**src/rtl/decode_pkg.sv**
```systemverilog
// Shared widths, lane codes, FSM states and the lane-code decoder
// used by the lane decoder and its code buffer.
package decode_pkg;
    localparam int LANE_W = 5;
    localparam int CODE_W = 3;

    localparam logic [CODE_W-1:0] REST  = 3'b000;
    localparam logic [CODE_W-1:0] LANE0 = 3'b001;
    localparam logic [CODE_W-1:0] LANE1 = 3'b010;
    localparam logic [CODE_W-1:0] LANE2 = 3'b011;
    localparam logic [CODE_W-1:0] LANE3 = 3'b100;
    localparam logic [CODE_W-1:0] LANE4 = 3'b101;

    typedef enum logic [1:0] {
        S_IDLE,
        S_HOLD,
        S_GAP
    } state_t;

    function automatic logic [LANE_W-1:0] decode_code(input logic [CODE_W-1:0] c);
        logic [LANE_W-1:0] v;
        case (c)
            LANE0:   v = 5'b00001;
            LANE1:   v = 5'b00010;
            LANE2:   v = 5'b00100;
            LANE3:   v = 5'b01000;
            LANE4:   v = 5'b10000;
            default: v = 5'b00000;
        endcase
        return v;
    endfunction

    function automatic logic is_valid_code(input logic [CODE_W-1:0] c);
        return (c <= LANE4);
    endfunction
endpackage

```
**src/rtl/decode_top_fifo.sv**
```systemverilog
// Code buffer: DEPTH-entry FIFO of lane codes with wrapping pointers
// and an occupancy counter that drives full/empty.
module code_fifo
    import decode_pkg::*;
#(
    parameter int DEPTH = 4
) (
    input  logic              clk,
    input  logic              reset,
    input  logic              push,
    input  logic              pop,
    input  logic [CODE_W-1:0] din,
    output logic [CODE_W-1:0] dout,
    output logic              full,
    output logic              empty
);
    localparam int AW = (DEPTH > 1) ? $clog2(DEPTH) : 1;
    localparam logic [AW:0] FULL_CNT = (AW+1)'(DEPTH);

    logic [CODE_W-1:0] r_mem [DEPTH];
    logic [AW-1:0]     r_wptr;
    logic [AW-1:0]     r_rptr;
    logic [AW:0]       r_count;
    logic              w_push;
    logic              w_pop;

    assign full   = (r_count == FULL_CNT);
    assign empty  = (r_count == '0);
    assign w_push = push && !full;
    assign w_pop  = pop && !empty;
    assign dout   = r_mem[r_rptr];

    always_ff @(posedge clk) begin
        if (w_push && !reset) r_mem[r_wptr] <= din;
    end

    // DEPTH is a power of two, so natural pointer overflow is the wrap.
    always_ff @(posedge clk) begin
        if (reset) begin
            r_wptr  <= '0;
            r_rptr  <= '0;
            r_count <= '0;
        end else begin
            if (w_push) r_wptr <= r_wptr + 1'b1;
            if (w_pop)  r_rptr <= r_rptr + 1'b1;
            case ({w_push, w_pop})
                2'b10:   r_count <= r_count + 1'b1;
                2'b01:   r_count <= r_count - 1'b1;
                default: r_count <= r_count;
            endcase
        end
    end
endmodule

```
**src/rtl/decode_top.sv**
```systemverilog
// Lane decoder: buffers lane codes and plays each one as a lit lane for
// HOLD_TICKS beats followed by GAP_TICKS dark beats.
module decode_top
    import decode_pkg::*;
#(
    parameter int DEPTH      = 4,
    parameter int HOLD_TICKS = 4,
    parameter int GAP_TICKS  = 1
) (
    input  logic              clk,
    input  logic              reset,
    input  logic [CODE_W-1:0] code_in,
    input  logic              code_valid,
    output logic              code_ready,
    input  logic              tick,
    output logic [LANE_W-1:0] lanes_out,
    output logic              busy,
    output logic              err
);
    localparam logic [7:0] HOLD_LAST = 8'(HOLD_TICKS - 1);
    localparam logic [7:0] GAP_LAST  = 8'(GAP_TICKS - 1);

    state_t            r_state;
    state_t            w_state_nxt;
    logic [7:0]        r_cnt;
    logic [7:0]        w_cnt_nxt;
    logic [LANE_W-1:0] r_lanes;
    logic [LANE_W-1:0] w_lanes_nxt;
    logic              r_err;
    logic              w_full;
    logic              w_empty;
    logic [CODE_W-1:0] w_head;
    logic              w_accept;
    logic              w_push;
    logic              w_pop;

    assign code_ready = !w_full && !reset;
    assign w_accept   = code_valid && code_ready;
    assign w_push     = w_accept && is_valid_code(code_in);
    assign lanes_out  = r_lanes;
    assign busy       = !w_empty || (r_state != S_IDLE);
    assign err        = r_err;

    code_fifo #(.DEPTH(DEPTH)) u_fifo (
        .clk   (clk),
        .reset (reset),
        .push  (w_push),
        .pop   (w_pop),
        .din   (code_in),
        .dout  (w_head),
        .full  (w_full),
        .empty (w_empty)
    );

    // The counter only advances on ticks seen in HOLD/GAP, so a tick on the
    // load edge is ignored.
    always_comb begin
        w_state_nxt = r_state;
        w_cnt_nxt   = r_cnt;
        w_lanes_nxt = r_lanes;
        w_pop       = 1'b0;
        case (r_state)
            S_IDLE: begin
                if (!w_empty) begin
                    w_pop       = 1'b1;
                    w_lanes_nxt = decode_code(w_head);
                    w_cnt_nxt   = '0;
                    w_state_nxt = S_HOLD;
                end
            end
            S_HOLD: begin
                if (tick) begin
                    if (r_cnt == HOLD_LAST) begin
                        w_lanes_nxt = '0;
                        w_cnt_nxt   = '0;
                        w_state_nxt = (GAP_TICKS == 0) ? S_IDLE : S_GAP;
                    end else begin
                        w_cnt_nxt = r_cnt + 8'd1;
                    end
                end
            end
            S_GAP: begin
                w_lanes_nxt = '0;
                if (tick) begin
                    if (r_cnt == GAP_LAST) begin
                        w_cnt_nxt   = '0;
                        w_state_nxt = S_IDLE;
                    end else begin
                        w_cnt_nxt = r_cnt + 8'd1;
                    end
                end
            end
            default: begin
                w_lanes_nxt = '0;
                w_cnt_nxt   = '0;
                w_state_nxt = S_IDLE;
            end
        endcase
    end

    always_ff @(posedge clk) begin
        if (reset) begin
            r_state <= S_IDLE;
            r_cnt   <= '0;
            r_lanes <= '0;
            r_err   <= 1'b0;
        end else begin
            r_state <= w_state_nxt;
            r_cnt   <= w_cnt_nxt;
            r_lanes <= w_lanes_nxt;
            r_err   <= w_accept && !is_valid_code(code_in);
        end
    end
endmodule

```
**config.mk**
```make
export PLATFORM = sky130hd
export DESIGN_NAME = decode_top
export DESIGN_NICKNAME = d
export VERILOG_FILES = /design/src/rtl/decode_pkg.sv /design/src/rtl/decode_top_fifo.sv /design/src/rtl/decode_top.sv
export SDC_FILE = /design/constraint.sdc
export NUM_CORES = 1
export LEC_CHECK = 0
export CAP_MARGIN = 40
export CELL_PAD_IN_SITES_DETAIL_PLACEMENT = 1
export CELL_PAD_IN_SITES_GLOBAL_PLACEMENT = 2
export CORE_AREA = 10 10 85 87
export CTS_CLUSTER_DIAMETER = 80
export DETAILED_ROUTE_END_ITERATION = 10
export DIE_AREA = 0 0 95 97
export GPL_TIMING_DRIVEN = 0
export PLACE_DENSITY = 0.76
export REMOVE_ABC_BUFFERS = 1
export SYNTH_ARGS = -nofsm -noshare
export SYNTH_HDL_FRONTEND = slang
export SYNTH_SLANG_ARGS = --single-unit
```
**constraint.sdc**
```tcl
create_clock -name clk -period 2.15 [get_ports clk]
set_input_delay 0.43 -clock clk [delete_from_list [all_inputs] [get_ports clk]]
set_output_delay 0.43 -clock clk [all_outputs]
set_load 0.02 [all_outputs]
```
# Yosys cells after proc, flatten, opt, wreduce, memory -nomap -nowiden
# Memories as Yosys holds them, arrays and structs flattened. A register that Yosys moved wholly into a read port is not among the register bits.
# Cells that the tools add are included.
[totals]
wordCells = 74
in_bits = 7
output_inout_bits = 8
mem_count = 1
mem_bits_rw = 12
regBits = 23
[memory_table]
columns = ["name", "words", "width", "read_ports", "rd_clocked_by_memory_dff", "wr", "line", "rtl"]
rows = [
  ["u_fifo.r_mem", 4, 3, 1, 1, 1, "decode_top_fifo.sv:20", "logic [CODE_W-1:0] r_mem [DEPTH];"],
]
[classes]
n_lt_le_gt_ge = 1
add_sub_neg = 5
n_mux = 24
eq_ne = 16
n_reduce_logical = 20
[ops]
columns = ["op", "n"]
rows = [
  ["$mux W8", 5],
  ["$pmux W5 S5", 1],
  ["$pmux W8 S3", 1],
  ["$mux W5", 3],
  ["$mux W2", 7],
  ["$ne A2 B2 Y1 const B", 5],
  ["$pmux W5 S2", 1],
  ["$eq A3 B3 Y1 const B", 3],
  ["$add A8 B1 Y8 const B", 1],
  ["$eq A8 B2 Y1 const B", 1],
  ["$logic_not A8 Y1", 1],
  ["$logic_and A1 B1 Y1", 7],
  ["$eq A3 B2 Y1 const B", 2],
  ["$pmux W2 S3", 1],
  ["$pmux W3 S2", 1],
  ["$reduce_and A3 Y1", 2],
  ["$reduce_and A5 Y1", 1],
  ["$add A2 B1 Y2 const B", 2],
  ["$eq A2 B1 Y1 const B", 2],
  ["$eq A2 B2 Y1 const B", 2],
  ["$logic_not A1 Y1", 4],
  ["$mux W1", 4],
  ["$reduce_bool A2 Y1", 2],
  ["$add A3 B1 Y3 const B", 1],
  ["other kinds (6)", 6],
]

# Longest topological paths before layout
[depth]
depth_word = 9
mapped_depth = 11
ltp_nobuf = 10

# Hierarchy
# From an unflattened synthesis, not the netlist that was laid out.
[unflattened]
hier_cells = 186
hier_area_um2 = 1918.1
[modules_own_cells]
columns = ["mod", "cells_each", "seq_area_each_um2", "instances", "area_each_um2"]
rows = [
  ["decode_top", 117, 320.3, 1, 999.7],
  ["code_fifo", 69, 540.5, 1, 918.4],
]

# Worst setup path before layout
# OpenSTA, ideal clock, no wires.
[synth_path]
kind = "flip-flop to flip-flop"
startpoint = "reg u_fifo.r_count[0]"
endpoint = "reg u_fifo.r_count[2]"
path_buffers = 1
required_time_ns = 2.080
path_stages_with_launch = 12
setup_ns = 0.070
period_less_slack_ns = 2.338
slack_ns = -0.188
arrival_time_ns = 2.268
cell_sequence = "dfxtp_1 inv_1 a31oi_1 and3_1 buf_2 inv_1 ha_1 inv_1 fa_1 xor2_1 or3_1 a21oi_1"
[synth_via]
elab_chain_len = 8
elab_cells_between_ends = 17
classes_between = "add/sub: 2; eq/ne: 3; mux: 3; reduce/logical: 9"
[synth_rtl]
columns = ["item", "line", "rtl"]
rows = [
  ["start: declaration", "decode_top_fifo.sv:23", "logic [AW:0] r_count;"],
  ["start signal: assignment", "decode_top_fifo.sv:47", "2'b10: r_count <= r_count + 1'b1;"],
  ["start signal: assignment", "decode_top_fifo.sv:48", "2'b01: r_count <= r_count - 1'b1;"],
  ["start signal: assignment", "decode_top_fifo.sv:49", "default: r_count <= r_count;"],
  ["$eq A3 B3 Y1 *", "decode_top_fifo.sv:27", "assign full = (r_count == FULL_CNT);"],
  ["$logic_not A1 Y1 *", "decode_top.sv:37", "assign code_ready = !w_full && !reset;"],
  ["$logic_and A1 B1 Y1 *", "decode_top.sv:37", ""],
  ["net code_ready", "decode_top.sv:14", "output logic code_ready,"],
  ["$logic_and A1 B1 Y1 *", "decode_top.sv:38", "assign w_accept = code_valid && code_ready;"],
  ["$logic_and A1 B1 Y1 *", "decode_top.sv:39", "assign w_push = w_accept && is_valid_code(code_in);"],
  ["$logic_and A1 B1 Y1 *", "decode_top_fifo.sv:29", "assign w_push = push && !full;"],
  ["$eq A2 B1 Y1 or $eq A2 B2 Y1 (tied branches)", "decode_top_fifo.sv:46", "case ({w_push, w_pop})"],
  ["$pmux W3 S2 or $reduce_bool A2 Y1 (tied branches)", "-", ""],
]
# The timed path passes the listed nets; every way through them passes the cells marked *.
# A chain may end at the register's enable or synchronous reset.

# Worst setup path after layout
[layout_path]
startpoint = "in code_valid"
endpoint = "reg u_fifo.r_count[2]"
[layout_via]
elab_chain_len = 5
elab_cells_between_ends = 7
classes_between = "eq/ne: 2; mux: 1; reduce/logical: 4"
[layout_rtl]
columns = ["item", "line", "rtl"]
rows = [
  ["start: declaration", "decode_top.sv:13", "input logic code_valid,"],
  ["$logic_and A1 B1 Y1 *", "decode_top.sv:38", ""],
  ["$logic_and A1 B1 Y1 *", "decode_top.sv:39", ""],
  ["$logic_and A1 B1 Y1 *", "decode_top_fifo.sv:29", ""],
  ["$eq A2 B1 Y1 or $eq A2 B2 Y1 (tied branches)", "decode_top_fifo.sv:46", ""],
  ["$pmux W3 S2 or $reduce_bool A2 Y1 (tied branches)", "-", ""],
]
# Every way passes the cells marked *; elsewhere a longest branch is shown, timed or not.

==> results_dict.tcl <==
set metrics [dict create \
    maxCapViolCount 0 \
    core_area_sq_mm 0.005473 \
    detail-route-antenna-nets 0 \
    post-route-util 0.4010 \
    fin_area_sq_mm 0.002195 \
    slew_violations 0 \
    critical_path_class "in -> reg" \
    rows 27 \
    setup_violations 0 \
    p_sw_frac 0.3664 \
    cp-end-kind "register" \
    skew_ns 0.004003 \
    clk_latency_ns 0.29 \
    p_comb_frac 0.416 \
    grt_util_met3 0.02621 \
    cts_root_buf "clkbuf_8" \
    ctsLongestPathBuffers 2 \
    r2r_end "u_fifo.r_count[2]" \
    antenna_found_initial 0 \
    initial_core_util 0.3242 \
    power_uw 2586 \
    worstSetupEndpoint "u_fifo.r_count[2]" \
    n_antenna_cell 0 \
    vias 1305 \
    rsz0062_at_grt "no" \
    min_period_ns 2.068 \
    routedWlPerCell_microns 14.29 \
    grt-ovfl-total 0 \
    yosysSeqAreaShare 0.4852 \
    place_area_sq_mm 0.001984 \
    postCtsHoldBufs 0 \
    r2r_slack_ns 0.09 \
    grt_use_total 0.08817 \
    cts_num_sinks 37 \
    met1_usage 0.09641 \
    yosysWarnings 0 \
    area_delta_synth_final_pct 23.70 \
    grt_pass1_vias 1435 \
    start_kind "primary input" \
    yosysUniqueCellTypes 40 \
    yosysTopAreaCell "dfxtp_1" \
    startpoint "code_valid" \
    rr_worst_depth 10 \
    gp_congestion 0.8128 \
    wl_microns 3815 \
    hold_ws_ns 0.4660 \
    drive_above_1_share 0.2051 \
    syn_area_sq_mm 0.001774 \
    ys.flop_type "dfxtp_1" \
    seq_power_share 0.352 \
    crit_required_ns 2.38 \
    cp.arrival_ns 2.30 \
    clkPwrFrac 0.232 \
    fillers 618 \
    hpwl_microns 2826 \
    p_int_uw 1639 \
    pre_cts_ws_ns -1.292 \
    drt_iter0_drc 48 \
    die_w_microns 95 \
    tightest_slew_ns 0.5792 \
    status "complete, no violations" \
    switchingPower_uw 947.8 \
    grt_max_degree 24 \
    netlist_instances 170 \
    r2r-start "u_fifo.r_count[0]" \
    drc 0 \
    finalCritPeriodShare 0.9621 \
    cts_tree "yes" \
    clkTransAtPathRegs_ns 0.08 \
    synthArstFlopShare 0 \
    synth_edf_count 12 \
    portBuffers 14 \
    ys_top_cells_by_count "25 x dfxtp_1, 17 x nor2_1, 16 x nand2_1" \
    synth_top_area_share 0.2821 \
    slew_headroom 0.6138 \
    cts-htree-levels 2 \
    synth.avg_cell_area_sq_um 10.44 \
    yosysMostFrequentCell "dfxtp_1" \
    met2_usage 0.1471 \
    hold_viol_final 0 \
    numCtsBuffers 5 \
    setup_ws_ns 0.08157 \
    die_area_sq_mm 0.009215 \
    fmax_ghz 0.4835 \
    pin_count 15 \
    avgViaCountPerCell 4.888 \
    synth-seq-cells 37 \
    synthTopCellsByArea "dfxtp_1 28%, edfxtp_1 20%, ha_1 7.8%, mux4_2 3.8%, nor2_1 3.6%" \
    grt_pass1_wl_microns 6555 \
    critPathMaxFanout 3 \
    p_leak_uw 0.0007660 \
    top_usage_layer "met2" \
    power.density_mw_per_mm2 1179 \
    die_y_microns 97 \
    hold_class "reg -> reg" \
    nets 213 \
    drt_first_pass_iters 2 \
    irDropWorstVdd_mv 0.5462 \
]
[per-layer routing]
| layer | wire (microns) | part of all wire | up-vias |
|---|---|---|---|
| li1 | - | - | 650 |
| met1 | 1606 | 0.42 | 634 |
| met2 | 1973 | 0.52 | 15 |
| met3 | 163 | 0.043 | 6 |
| met4 | 71 | 0.019 | 0 |
| met5 | 0 | 0 | - |
[repair_timing]
item	4_1_cts	5_1_grt
pin swaps	1	5
buffers inserted	1	6
endpoints found under the setup margin	20	4
endpoints found under the hold margin	0	0
resized for setup	22	12
[how the worst min path moves through the flow]
stage	endpoint	cells past startpoint	slack [ns]	from
after global routing	lanes_out[0]	1	0.48	lanes_out[0]
after global placement	lanes_out[4]	1	0.45	lanes_out[4]
after detailed placement	lanes_out[0]	1	0.45	lanes_out[0]
final	lanes_out[0]	1	0.47	lanes_out[0]
after CTS	lanes_out[0]	1	0.47	lanes_out[0]
after floorplan	r_cnt[7]	2	0.47	r_cnt[7]
[flip-flops by register name, summed over array words and instances (netlist names), named ones only]
signal	count
lanes_out	5
r_state	2
r_cnt	8
err	1
u_fifo.r_mem	12
u_fifo.r_wptr	2
u_fifo.r_count	3
u_fifo.r_rptr	2
[critical path, cell delays in order]
cell	delay [ns]
clkdlybuf4s50_1	0.43
and3_4	0.17
inv_1	0.05
ha_2	0.17
inv_1	0.06
fa_2	0.33
xor2_1	0.16
or3_1	0.37
a21oi_2	0.12
[cell type report]
| class | instances | area [sq um] | area share |
|---|---|---|---|
| tap | 72 | 90.09 | 0.04105 |
| timing repair buffer | 21 | 182.7 | 0.08324 |
| inverter | 11 | 48.80 | 0.02223 |
| sequential | 37 | 869.6 | 0.3962 |
| clock inverter | 3 | 41.29 | 0.01881 |
| clock buffer | 5 | 68.82 | 0.03136 |
| multi-input combinational | 118 | 893.4 | 0.4071 |
[cell usage in the layout, fill, tap and decap left out, drive strengths merged, types with 5 or more instances in the layout]
master	n
clkdlybuf4s50	10
clkbuf	5
buf	9
inv	11
nand3	11
dfxtp	25
nor2	17
nand2	16
a31oi	6
edfxtp	12
a21oi	8
ha	11
[per-stage QoR]
stage,instances,TNS (ns)
after global placement,252,-12.03
final,267,0
after detailed placement,252,-12.12
after floorplan,166,-0.3043
after CTS,261,-0.005300
after global routing,267,0
[power by group through the flow]
stage	registers [uW]	clock network, uW	logic (uW)
floorplan	899	0	686
global placement	889	0	936
detailed placement	899	0	994
CTS	892	621	1030
global route	926	639	1220
finish	909	601	1080
[cells by family after synthesis]
logic type	Yosys count	synth area share
xor gates and xnor gates	5	0.02469
and+or+nand+nor	68	0.2038
buffers and inverters	15	0.03456
DFF	37	0.4852
AOI/OAI and AO/OA	26	0.1023
adders and majority gates	12	0.08886
muxes	7	0.06065
Note: power is estimated with default switching activity, not from simulation.
